===== src/rtl/timer_pkg.sv =====
// Shared types and default constants for the expiry timer.
package timer_pkg;

  localparam int DEF_CNT_W    = 11;
  localparam int DEF_LOAD_VAL = 1800;

  typedef enum logic [1:0] {
    IDLE  = 2'd0,
    COUNT = 2'd1,
    DONE  = 2'd2
  } state_e;

endpackage


===== src/rtl/timer_down_counter.sv =====
// Loadable down-counter with hold, saturating at zero, plus a lookahead
// flag that is high when the next decrement will reach zero.
module timer_down_counter #(
  parameter int CNT_W    = 11,
  parameter int LOAD_VAL = 1800
) (
  input  logic             clk,
  input  logic             rst_n,
  input  logic             load,
  input  logic             dec,
  output logic [CNT_W-1:0] count,
  output logic             is_one
);

  localparam logic [CNT_W-1:0] LOAD_VEC = CNT_W'(LOAD_VAL);
  localparam logic [CNT_W-1:0] ONE_VEC  = CNT_W'(1);
  localparam logic [CNT_W-1:0] ZERO_VEC = '0;

  logic [CNT_W-1:0] count_q;
  logic [CNT_W-1:0] count_d;

  // Load wins over decrement; decrement never goes below zero.
  always_comb begin
    count_d = count_q;
    if (load) begin
      count_d = LOAD_VEC;
    end else if (dec && (count_q != ZERO_VEC)) begin
      count_d = count_q - ONE_VEC;
    end
  end

  // Counter register with synchronous active-low clear.
  always_ff @(posedge clk) begin
    if (!rst_n) begin
      count_q <= ZERO_VEC;
    end else begin
      count_q <= count_d;
    end
  end

  assign count  = count_q;
  assign is_one = (count_q == ONE_VEC);

endmodule


===== src/rtl/timer_fsm.sv =====
// One-shot expiry timer: ct (re)starts a LOAD_VAL-edge countdown, t is a
// level that stays high from expiry until the next ct or reset.
module timer_fsm
  import timer_pkg::*;
#(
  parameter int CNT_W    = DEF_CNT_W,
  parameter int LOAD_VAL = DEF_LOAD_VAL
) (
  input  logic             tclk,
  input  logic             rst_n,
  input  logic             ct,
  output logic             t,
  output logic [CNT_W-1:0] count
);

  state_e state_q;
  state_e state_d;
  logic   load;
  logic   dec;
  logic   is_one;

  timer_down_counter #(
    .CNT_W    (CNT_W),
    .LOAD_VAL (LOAD_VAL)
  ) u_cnt (
    .clk    (tclk),
    .rst_n  (rst_n),
    .load   (load),
    .dec    (dec),
    .count  (count),
    .is_one (is_one)
  );

  // Next-state and datapath controls; a sampled ct restarts from any state.
  always_comb begin
    state_d = state_q;
    load    = 1'b0;
    dec     = 1'b0;
    if (ct) begin
      load    = 1'b1;
      state_d = COUNT;
    end else begin
      case (state_q)
        IDLE:    state_d = IDLE;
        COUNT: begin
          dec = 1'b1;
          if (is_one) state_d = DONE;
        end
        DONE:    state_d = DONE;
        default: state_d = IDLE;
      endcase
    end
  end

  // State register with synchronous active-low reset.
  always_ff @(posedge tclk) begin
    if (!rst_n) begin
      state_q <= IDLE;
    end else begin
      state_q <= state_d;
    end
  end

  // Terminal flag is decoded purely from the registered state.
  assign t = (state_q == DONE);

endmodule


===== config.mk =====
export PLATFORM = sky130hd
export DESIGN_NAME = timer_fsm
export DESIGN_NICKNAME = d
export VERILOG_FILES = /design/src/rtl/timer_pkg.sv /design/src/rtl/timer_down_counter.sv /design/src/rtl/timer_fsm.sv
export SDC_FILE = /design/constraint.sdc
export NUM_CORES = 1
export LEC_CHECK = 0
export BUFFER_PORTS_ARGS = -buffer_cell sky130_fd_sc_hd__buf_2
export CORE_ASPECT_RATIO = 0.75
export CORE_MARGIN = 10
export CORE_UTILIZATION = 30
export DETAILED_ROUTE_END_ITERATION = 10
export GPL_ROUTABILITY_DRIVEN = 0
export GPL_TIMING_DRIVEN = 0
export PLACE_DENSITY_LB_ADDON = 0.1
export SETUP_SLACK_MARGIN = 0.4
export SLEW_MARGIN = 0
export SYNTH_ARGS = -nofsm -noshare
export SYNTH_HDL_FRONTEND = slang
export SYNTH_SLANG_ARGS = --single-unit

===== constraint.sdc =====
create_clock -name tclk -period 2.2 [get_ports tclk]
set_input_delay 0.22 -clock tclk [delete_from_list [all_inputs] [get_ports tclk]]
set_output_delay 0.22 -clock tclk [all_outputs]
set_load 0.02 [all_outputs]

# Word-level counts from Yosys, hierarchy flattened
# Cells that the tools add are included.
[classes] n_mux=8 n_bitwise=1 order_cmp=0 n_div=0 n_shift=0 n_addsub=1 n_mul=0 n_eq_ne=5 reduce_logical=5
[ops] op="$mux W11" count=2
[ops] op="$eq A11 B1 Y1 const B" count=1
[ops] op="$reduce_bool A11 Y1" count=1
[ops] op="$sub A11 B1 Y11 const B" count=1
[ops] op="$mux W1" count=4
[ops] op="$pmux W2 S2" count=1
[ops] op="$reduce_or A2 Y1" count=2
[ops] op="$ne A3 B3 Y1 const B" count=1
[ops] op="$eq A2 B1 Y1 const B" count=1
[ops] op="$eq A2 B2 Y1 const B" count=1
[ops] op="$mux W2" count=1
[ops] op="$ne A2 B2 Y1 const B" count=1
[ops] op="$reduce_bool A2 Y1" count=1
[ops] op="$logic_and A1 B1 Y1" count=1
[ops] op="$not A1 Y1" count=1
[word_totals] mem_count=0 register_bits=13 latch_bits=0 wordCells=24 mem_bits_ro=0 ram_bits=0

# Depth between registers and ports, before layout
# Gate-level depths: netlist (run 1).
[depth] word_depth=6 mapped_depth=7

# By module
# A second synthesis (run 1) with hierarchy kept.
[hier_totals] hier_cells=81 hier_area_um2=769.5
[by_module_without_submodules] module="timer_down_counter" area_per_inst_um2=641.9 seq_area_each_um2=220.2 instances=1 cells_per_inst=67
[by_module_without_submodules] module="timer_fsm" area_per_inst_um2=127.6 seq_area_each_um2=40.0 instances=1 cells_per_inst=14

# Worst setup path before layout (run 1)
# Ideal clock, no wire load.
[synth_timing] path_kind="reg2reg" from="register u_cnt.count_q[0], in the netlist u_cnt.count[0]" to="register u_cnt.count_q[3], in the netlist u_cnt.count[3]" t_arrival_ns=1.790 n_path_buf=0 synth_period_minus_slack_ns=1.912 t_required_ns=2.078 slack_ns=0.288 stages_incl_launch_ff=7 path_cell_list="dfxtp_1 -> inv_1 -> ha_1 -> or4b_1 -> nor3_2 -> nor3_1 -> o31a_2"
[synth_via] elab_chain_len=3 elab_cells_between_ends=6 cone_classes="add/sub: 1; mux: 2; reduce/logical: 3"
[synth_rtl] element="start, declared" line="timer_down_counter.sv:19" rtl="logic [CNT_W-1:0] count_q;"
[synth_rtl] element="start signal, assigned" line="timer_down_counter.sv:37" rtl="count_q <= count_d;"
[synth_rtl] element="$sub A11 B1 Y11 / $reduce_bool A11 Y1 (equally long branches)" line="timer_down_counter.sv:28, timer_down_counter.sv:27"
[synth_rtl] element="$mux W11 / $logic_and A1 B1 Y1 (equally long branches)" line="timer_down_counter.sv:27" rtl="end else if (dec && (count_q != ZERO_VEC)) begin"
[synth_rtl] element="$mux W11 / $reduce_bool A2 Y1 (equally long branches)"
# Parallel ways exist; a longest one is shown, timed or not. The select of a mux whose other input is x is not followed.
# A chain may end at the register's enable or synchronous reset.

# Worst setup path after layout (run 1)
[layout_timing] from="register state_q[1]" to="register u_cnt.count_q[9], in the netlist u_cnt.count[9]"
[layout_via] elab_chain_len=5
[layout_rtl] element="start, declared" line="timer_fsm.sv:16" rtl="state_e state_q;"
[layout_rtl] element="start signal, assigned" line="timer_fsm.sv:60" rtl="state_q <= state_d;"
[layout_rtl] element="$eq A2 B1 Y1" line="timer_fsm.sv:43" rtl="case (state_q)"
[layout_rtl] element="$mux W1" line="timer_fsm.sv:43"
[layout_rtl] element="$mux W1" line="timer_fsm.sv:39" rtl="if (ct) begin"
[layout_rtl] element="$logic_and A1 B1 Y1" line="timer_down_counter.sv:27"
[layout_rtl] element="$reduce_bool A2 Y1 (no source line)"
# No other way between the ends.

==> results of run 1 <==
## final timing paths
path | depth (start not counted) | startpoint | endpoint
worst max-delay path | 7 | state_q[1] | u_cnt.count[9]
worst min-delay path | 2 | ct | state_q[0]
worst max register to register | 7 | state_q[1] | u_cnt.count[9]
worst min register to register | 2 | u_cnt.count[2] | u_cnt.count[2]
## cell usage in the layout (no fill, tap or decap), drive strengths merged, types with 2 or more instances in the layout
master / n
or4: 3
clkbuf: 5
nand4: 2
dfxtp: 13
ha: 5
or4b: 2
buf: 23
a211oi: 2
nor3: 3
xor2: 2
a21oi: 3
o21ai: 2
inv: 7
nor2: 9
nor4b: 2
xnor2: 3
o311ai: 2
nand2b: 3
nor4: 2
o21a: 4
o31a: 3
## power groups by stage
stage	Combinational, mW	Sequential (mW)	Clock (mW)
3_3_place_gp	0.116	0.265	0
5_1_grt	0.149	0.264	0.183
4_1_cts	0.133	0.260	0.166
6_report	0.137	0.262	0.162
2_1_floorplan	0.0798	0.274	0
3_5_place_dp	0.116	0.266	0
## what timing repair did
item | 4_1_cts | 5_1_grt
setup endpoints to repair | 6 | 8
buffers inserted | 6 | 1
gates cloned | 0 | 0
hold buffers | 0 | 0
pin swaps | 2 | 3
gates resized for setup | 15 | 3
## cell type report
class                   instances  area [sq um]  share of cell area, %
repair buffers                 20           118                   11.3
multi-input cells              58           524                   50.2
flip-flops and latches         13           268                   25.7
well taps                      34          42.5                   4.08
plain buffers                   4          38.8                   3.72
inverters                       7          26.3                   2.52
clock buffers                   4          26.3                   2.52
## per-stage QoR
step	std cells	worst slack, ns	total power, mW
after floorplan	82	0.404	0.354
after global placement	129	0.330	0.382
after detailed placement	129	0.325	0.382
after CTS	139	0.398	0.560
after global routing	140	0.345	0.597
final	140	0.398	0.561
## flip-flops by register name, summed over array words and instances, names as in the netlist
name / flops
u_cnt.count: 11
state_q: 2
## cells by family (layout without fill, tap and decap cells)
kind of cell	count (synthesis)	after routing	share of synthesized area (%)
and+or+nand+nor	29	29	26.3
AOI/OAI and AO/OA	19	19	18.5
DFF	13	13	33.8
buffers and inverters	11	35	7.63
adders and majority gates	5	5	8.12
xor gates and xnor gates	5	5	5.68
## critical path: stages (launching register included)
cell and delay, ns:
dfxtp_2 0.33, inv_2 0.06, ha_4 0.15, nand2b_4 0.05, or4_4 0.41, buf_6 0.15
o31a_2 0.27, o31a_2 0.28
## layer usage
| layer | share of wire (%) | global-route usage [%] | vias up |
|---|---|---|---|
| met2 | 37 | 9.32 | 18 |
| met5 | 0 | 0 | - |
| met4 | 1.5 | 2.01 | 0 |
| li1 | - | - | 348 |
| met3 | 7.8 | 4.89 | 4 |
| met1 | 54 | 10.5 | 310 |
==> run metrics, run 1 <==
Initial Util=32.6%; DR iter-0 viols=50; final hold vios=0; Post-synth EDFFs=0; via count=680; worst hold margin=0.178 ns; syn avg cell area=9.40 sq um; worst vdd ir=0.242 mV; actual slew at the worst max-slew pin=0.387 ns; post-route design area=1040 sq um; # setup viols final=0; Clock Skew=0.000892 ns; clock transition at the registers of the reported paths=0.09 ns; Clk Latency, worst-skew pair=0.29 ns; Final ANT Viol Nets=0; register share of total power=46.7%; layout cells sized above 1=48.1%; worst path arrival time=1.99 ns; area share of the largest cell type after synthesis=33.8%; Clk pwr share=28.9%; total CTS buffers=3; total net switching power=0.178 mW; Synth top cells by count=13 x dfxtp_1, 9 x nor2_1, 7 x inv_1, 5 x ha_1, 4 x o21a_1; Net Sw Frac=31.7%; endpoint class of the critical path=register; CTS tree=yes; chip height=63.9 um; number of synthesized register bits=13; Area contributors post-synth=dfxtp_1 34%, ha_1 8.1%, nor2_1 4.4%; largest net degree at the start of global routing=10; Post-DP HPWL=1340 um; Int Pwr=0.383 mW; Worst slew margin=74.1%; asr flop ratio synth=0%; root buffer cell=clkbuf_4; crit path kind=reg -> reg; antenna violations before repair=0; residual DRC count=0; setup TNS=0 ns; grt ovf=0; die footprint=5020 sq um; Synth Instances=82; Max Root-Sink Buffers=2; max_cap viols=0; unrepaired setup endpoints after global routing=yes; final period utilization=81.9%; first-pass GRT wire length=3040 um; Row Count=15; synth-to-layout area growth=35.4%; syn_nets=90; synth warn=0; Final #Nets=115; count leader, synth=dfxtp_1; sequential fraction of the synthesis area=33.8%; Most used DFF post-synth=dfxtp_1; core area=2360 sq um; Crit Path Max Fanout=8; fmax=555 MHz; CP required=2.39 ns; Period minus WS final=1.80 ns; H-tree levels=1; GR Util All Layers=7.62%; leading area contributor after synthesis=dfxtp_1; post-synth cell types=31; Worst setup SP type=register; Lkg Pwr=0.421 nW; Pre-antenna DRT Iters=4; Layout fillers=247; Layout Utilization=44.1%; power density over the cells=537 nW/um^2; setup slack, reg-to-reg=0.40 ns; CTS Sinks=13; DP Area=895 sq um; I/O Buffers=13; outcome=finished, final reports clean; routed len/inst=13.6 um; synthesized area=771 sq um; vias in the first global route=621; io pins=15; die width=78.5 um; fin. max-slew vios=0; WL final=1900 um; Gate power share=24.5%; Min-Delay Path Class=in -> reg; DR vias/cell=4.86; Antenna diodes=0
Power figures use the tool's default switching activity.
==> inputs of run 2 (changes only) <==
Settings changed: ABC_AREA from default to 1.
Clock period 2.2 ns to 1.6 ns, I/O delays scaled along.
==> run 2 against run 1 <==
Compared with the run above: clock skew about the same; combinational power up 94%; total power up 65%; synthesized cell count up 56%; wire length up 13%; design area up 25%; critical endpoint is now u_cnt.count[3]; critical path type unchanged; via count up 29%; clock-buffer cell count unchanged; synthesized area up 11%.
==> run metrics, run 2 <==
CTS Sinks=13 (unchanged); worst vdd ir=0.458 mV (+89%); leading area contributor after synthesis=dfxtp_1; residual DRC count=0 (unchanged); most common cell after layout, fill and taps aside=nand2_1; Antenna diodes=0 (unchanged); CP required=1.73 ns (-0.66 ns); crit path kind=reg -> reg; area share of the largest cell type after synthesis=30.4% (-3.4 points); die width=81.7 um (+4.1%); unrepaired setup endpoints after global routing=yes; power density over the cells=707 nW/um^2 (+32%); Final ANT Viol Nets=0 (unchanged); setup slack at placement=0.271 ns (-0.0541 ns); H-tree levels=1 (unchanged); fin. max-slew vios=0 (unchanged); via count=874 (+29%); antenna violations before repair=0 (unchanged); core area=2660 sq um (+13%); Synth top cells by count=30 x nand2_1, 23 x inv_1, 14 x nor2_1, 13 x dfxtp_1, 9 x a21oi_1; synthesized area=857 sq um (+11%); asr flop ratio synth=0% (unchanged); Min-Delay Path Class=in -> reg; clock transition at the registers of the reported paths=0.06 ns (-0.03 ns); PnR Total Power=0.922 mW (+65%); final worst-path setup slack=0.322 ns (-0.0762 ns); Synth Instances=128 (+56%); worst hold margin=0.138 ns (-0.0399 ns); Row Count=16 (+1); io pins=15 (unchanged); Largest register FFs=11 (unchanged); Period minus WS final=1.28 ns (-0.524 ns); largest net degree at the start of global routing=8 (-2); DR iter-0 viols=30 (-40%); Lkg Pwr=0.616 nW (+46%); worst path arrival time=1.41 ns (-0.58 ns); Critical path origin=u_cnt.count[1]; Area contributors post-synth=dfxtp_1 30%, nand2_1 13%, inv_1 10%; Post-synth EDFFs=0 (unchanged); layout cells sized above 1=51.6% (+3.5 points); CTS tree=yes; sequential fraction of the synthesis area=30.4% (-3.4 points); # setup viols final=0 (unchanged); Initial Util=32.2% (-0.40 points); setup slack, reg-to-reg=0.32 ns (-0.08 ns); R2R Path End=u_cnt.count[3]; synth warn=0 (unchanged); Crit Path Max Fanout=5 (-3); GR Util All Layers=8.73% (+1.1 points); fmax=783 MHz (+41%); Most used DFF post-synth=dfxtp_1; synth-to-layout area growth=52.3%; FF-to-FF Start=u_cnt.count[1]; Max Root-Sink Buffers=2 (unchanged); syn avg cell area=6.70 sq um (-29%); Clock Skew=0.00134 ns (+0.000450 ns); final period utilization=79.9% (-2.0 points); chip height=66.3 um (+3.7%); number of synthesized register bits=13 (unchanged); root buffer cell=clkbuf_8; placed cells=178 (+38%); count leader, synth=nand2_1; Clk Latency, worst-skew pair=0.24 ns (-0.05 ns); worst reg-to-reg path cell count=10 (+3); Worst slew margin=80.1% (+6.0 points); Worst setup SP type=register; actual slew at the worst max-slew pin=0.297 ns (-0.0907 ns); Pre-antenna DRT Iters=4 (unchanged); Final #Nets=166 (+44%); total CTS buffers=3 (unchanged); hold buffers post-CTS=0 (unchanged); vias in the first global route=819 (+32%); leading cell types in the layout, fill and taps excluded=24 x nand2_1, 16 x inv_1, 13 x buf_2, 12 x nor2_1, 10 x buf_4; Post-DP HPWL=1570 um (+17%); Non-Filler Instances=193 (+38%); outcome=finished, final reports clean; die footprint=5420 sq um (+8.0%); final hold vios=0 (unchanged); grt ovf=0 (unchanged); syn_nets=136 (+51%); first-pass GRT wire length=3710 um (+22%); DR vias/cell=4.53 (-6.8%); CP Capture Point=u_cnt.count[3]; max_cap viols=0 (unchanged); setup TNS=0 ns (unchanged); routed len/inst=11.2 um (-18%); post-synth cell types=20 (-35%); WL final=2150 um (+13%); endpoint class of the critical path=register; I/O Buffers=14 (+1)
## run 2: changes by cell type in the layout (fill, tap and decap cells not counted), sizes merged, moves of 4 or more
cell,before,now
nor2,9,21
inv,7,25
nand3,0,7
o21a,4,0
a21oi,3,9
nand2,0,33
## run 2: routing by layer
| metal | share of wire (%) | vias to the layer above | track usage, % |
|---|---|---|---|
| met4 | 0.84 | 0 | 2.54 |
| met2 | 48 | 14 | 13.5 |
| met5 | 0 | - | 0 |
| li1 | - | 458 | - |
| met1 | 45 | 400 | 10.4 |
| met3 | 5.9 | 2 | 4.35 |
## run 2: cells by family (layout without fill, tap and decap cells)
| kind of cell | after synthesis | after routing | synth area share, % |
|---|---|---|---|
| and+or+nand+nor | 67 | 67 | 38.0 |
| buffers and inverters | 26 | 55 | 12.7 |
| AOI/OAI and AO/OA | 13 | 13 | 7.59 |
| DFF | 13 | 13 | 30.4 |
| adders and majority gates | 5 | 5 | 7.30 |
| xor gates and xnor gates | 4 | 4 | 4.09 |
## run 2: worst min path at each step
stage,start,end,cells after the start
global placement,rst_n,u_cnt.count[9],3
finish,rst_n,u_cnt.count[9],3
floorplan,rst_n,u_cnt.count[9],2
detailed placement,rst_n,u_cnt.count[9],3
CTS,rst_n,u_cnt.count[9],3
global route,rst_n,u_cnt.count[8],3
## run 2: worst max-delay path: stages (launching register included)
cell	delay (ns)
dfxtp_4	0.36
inv_4	0.08
ha_4	0.14
inv_4	0.03
nor2_4	0.08
nand2_4	0.07
nand2_8	0.09
buf_8	0.12
o21ai_2	0.05
nor2_1	0.10
nor2_1	0.04
## run 2: where the power goes
| group | switching [mW] | internal (mW) |
|---|---|---|
| Clock | 0.124 | 0.176 |
| Combinational | 0.151 | 0.115 |
| Sequential | 0.0216 | 0.334 |
| Total | 0.297 | 0.625 |
## run 2: stage by stage
stage / instance area, sq um / util (%)
floorplan: 920 / -
global placement: 1030 / 38.9
detailed placement: 1030 / 38.9
CTS: 1230 / 46.2
global route: 1310 / 49.0
finish: 1310 / 49.0
## run 2: layout make-up
class | count | area (sq um)
buffer | 1 | 15.0
fill | 279 | 1360
inverter | 25 | 106
timing repair buffer | 25 | 179
multi-input combinational | 89 | 624
clock buffer | 4 | 45.0
sequential | 13 | 290
tap | 36 | 45.0
## run 2: repair_timing
item,CTS,global route
pin swaps,12,10
setup buffers,10,0
gates resized for setup,15,22
cloned,1,0
endpoints found under the setup margin,11,14
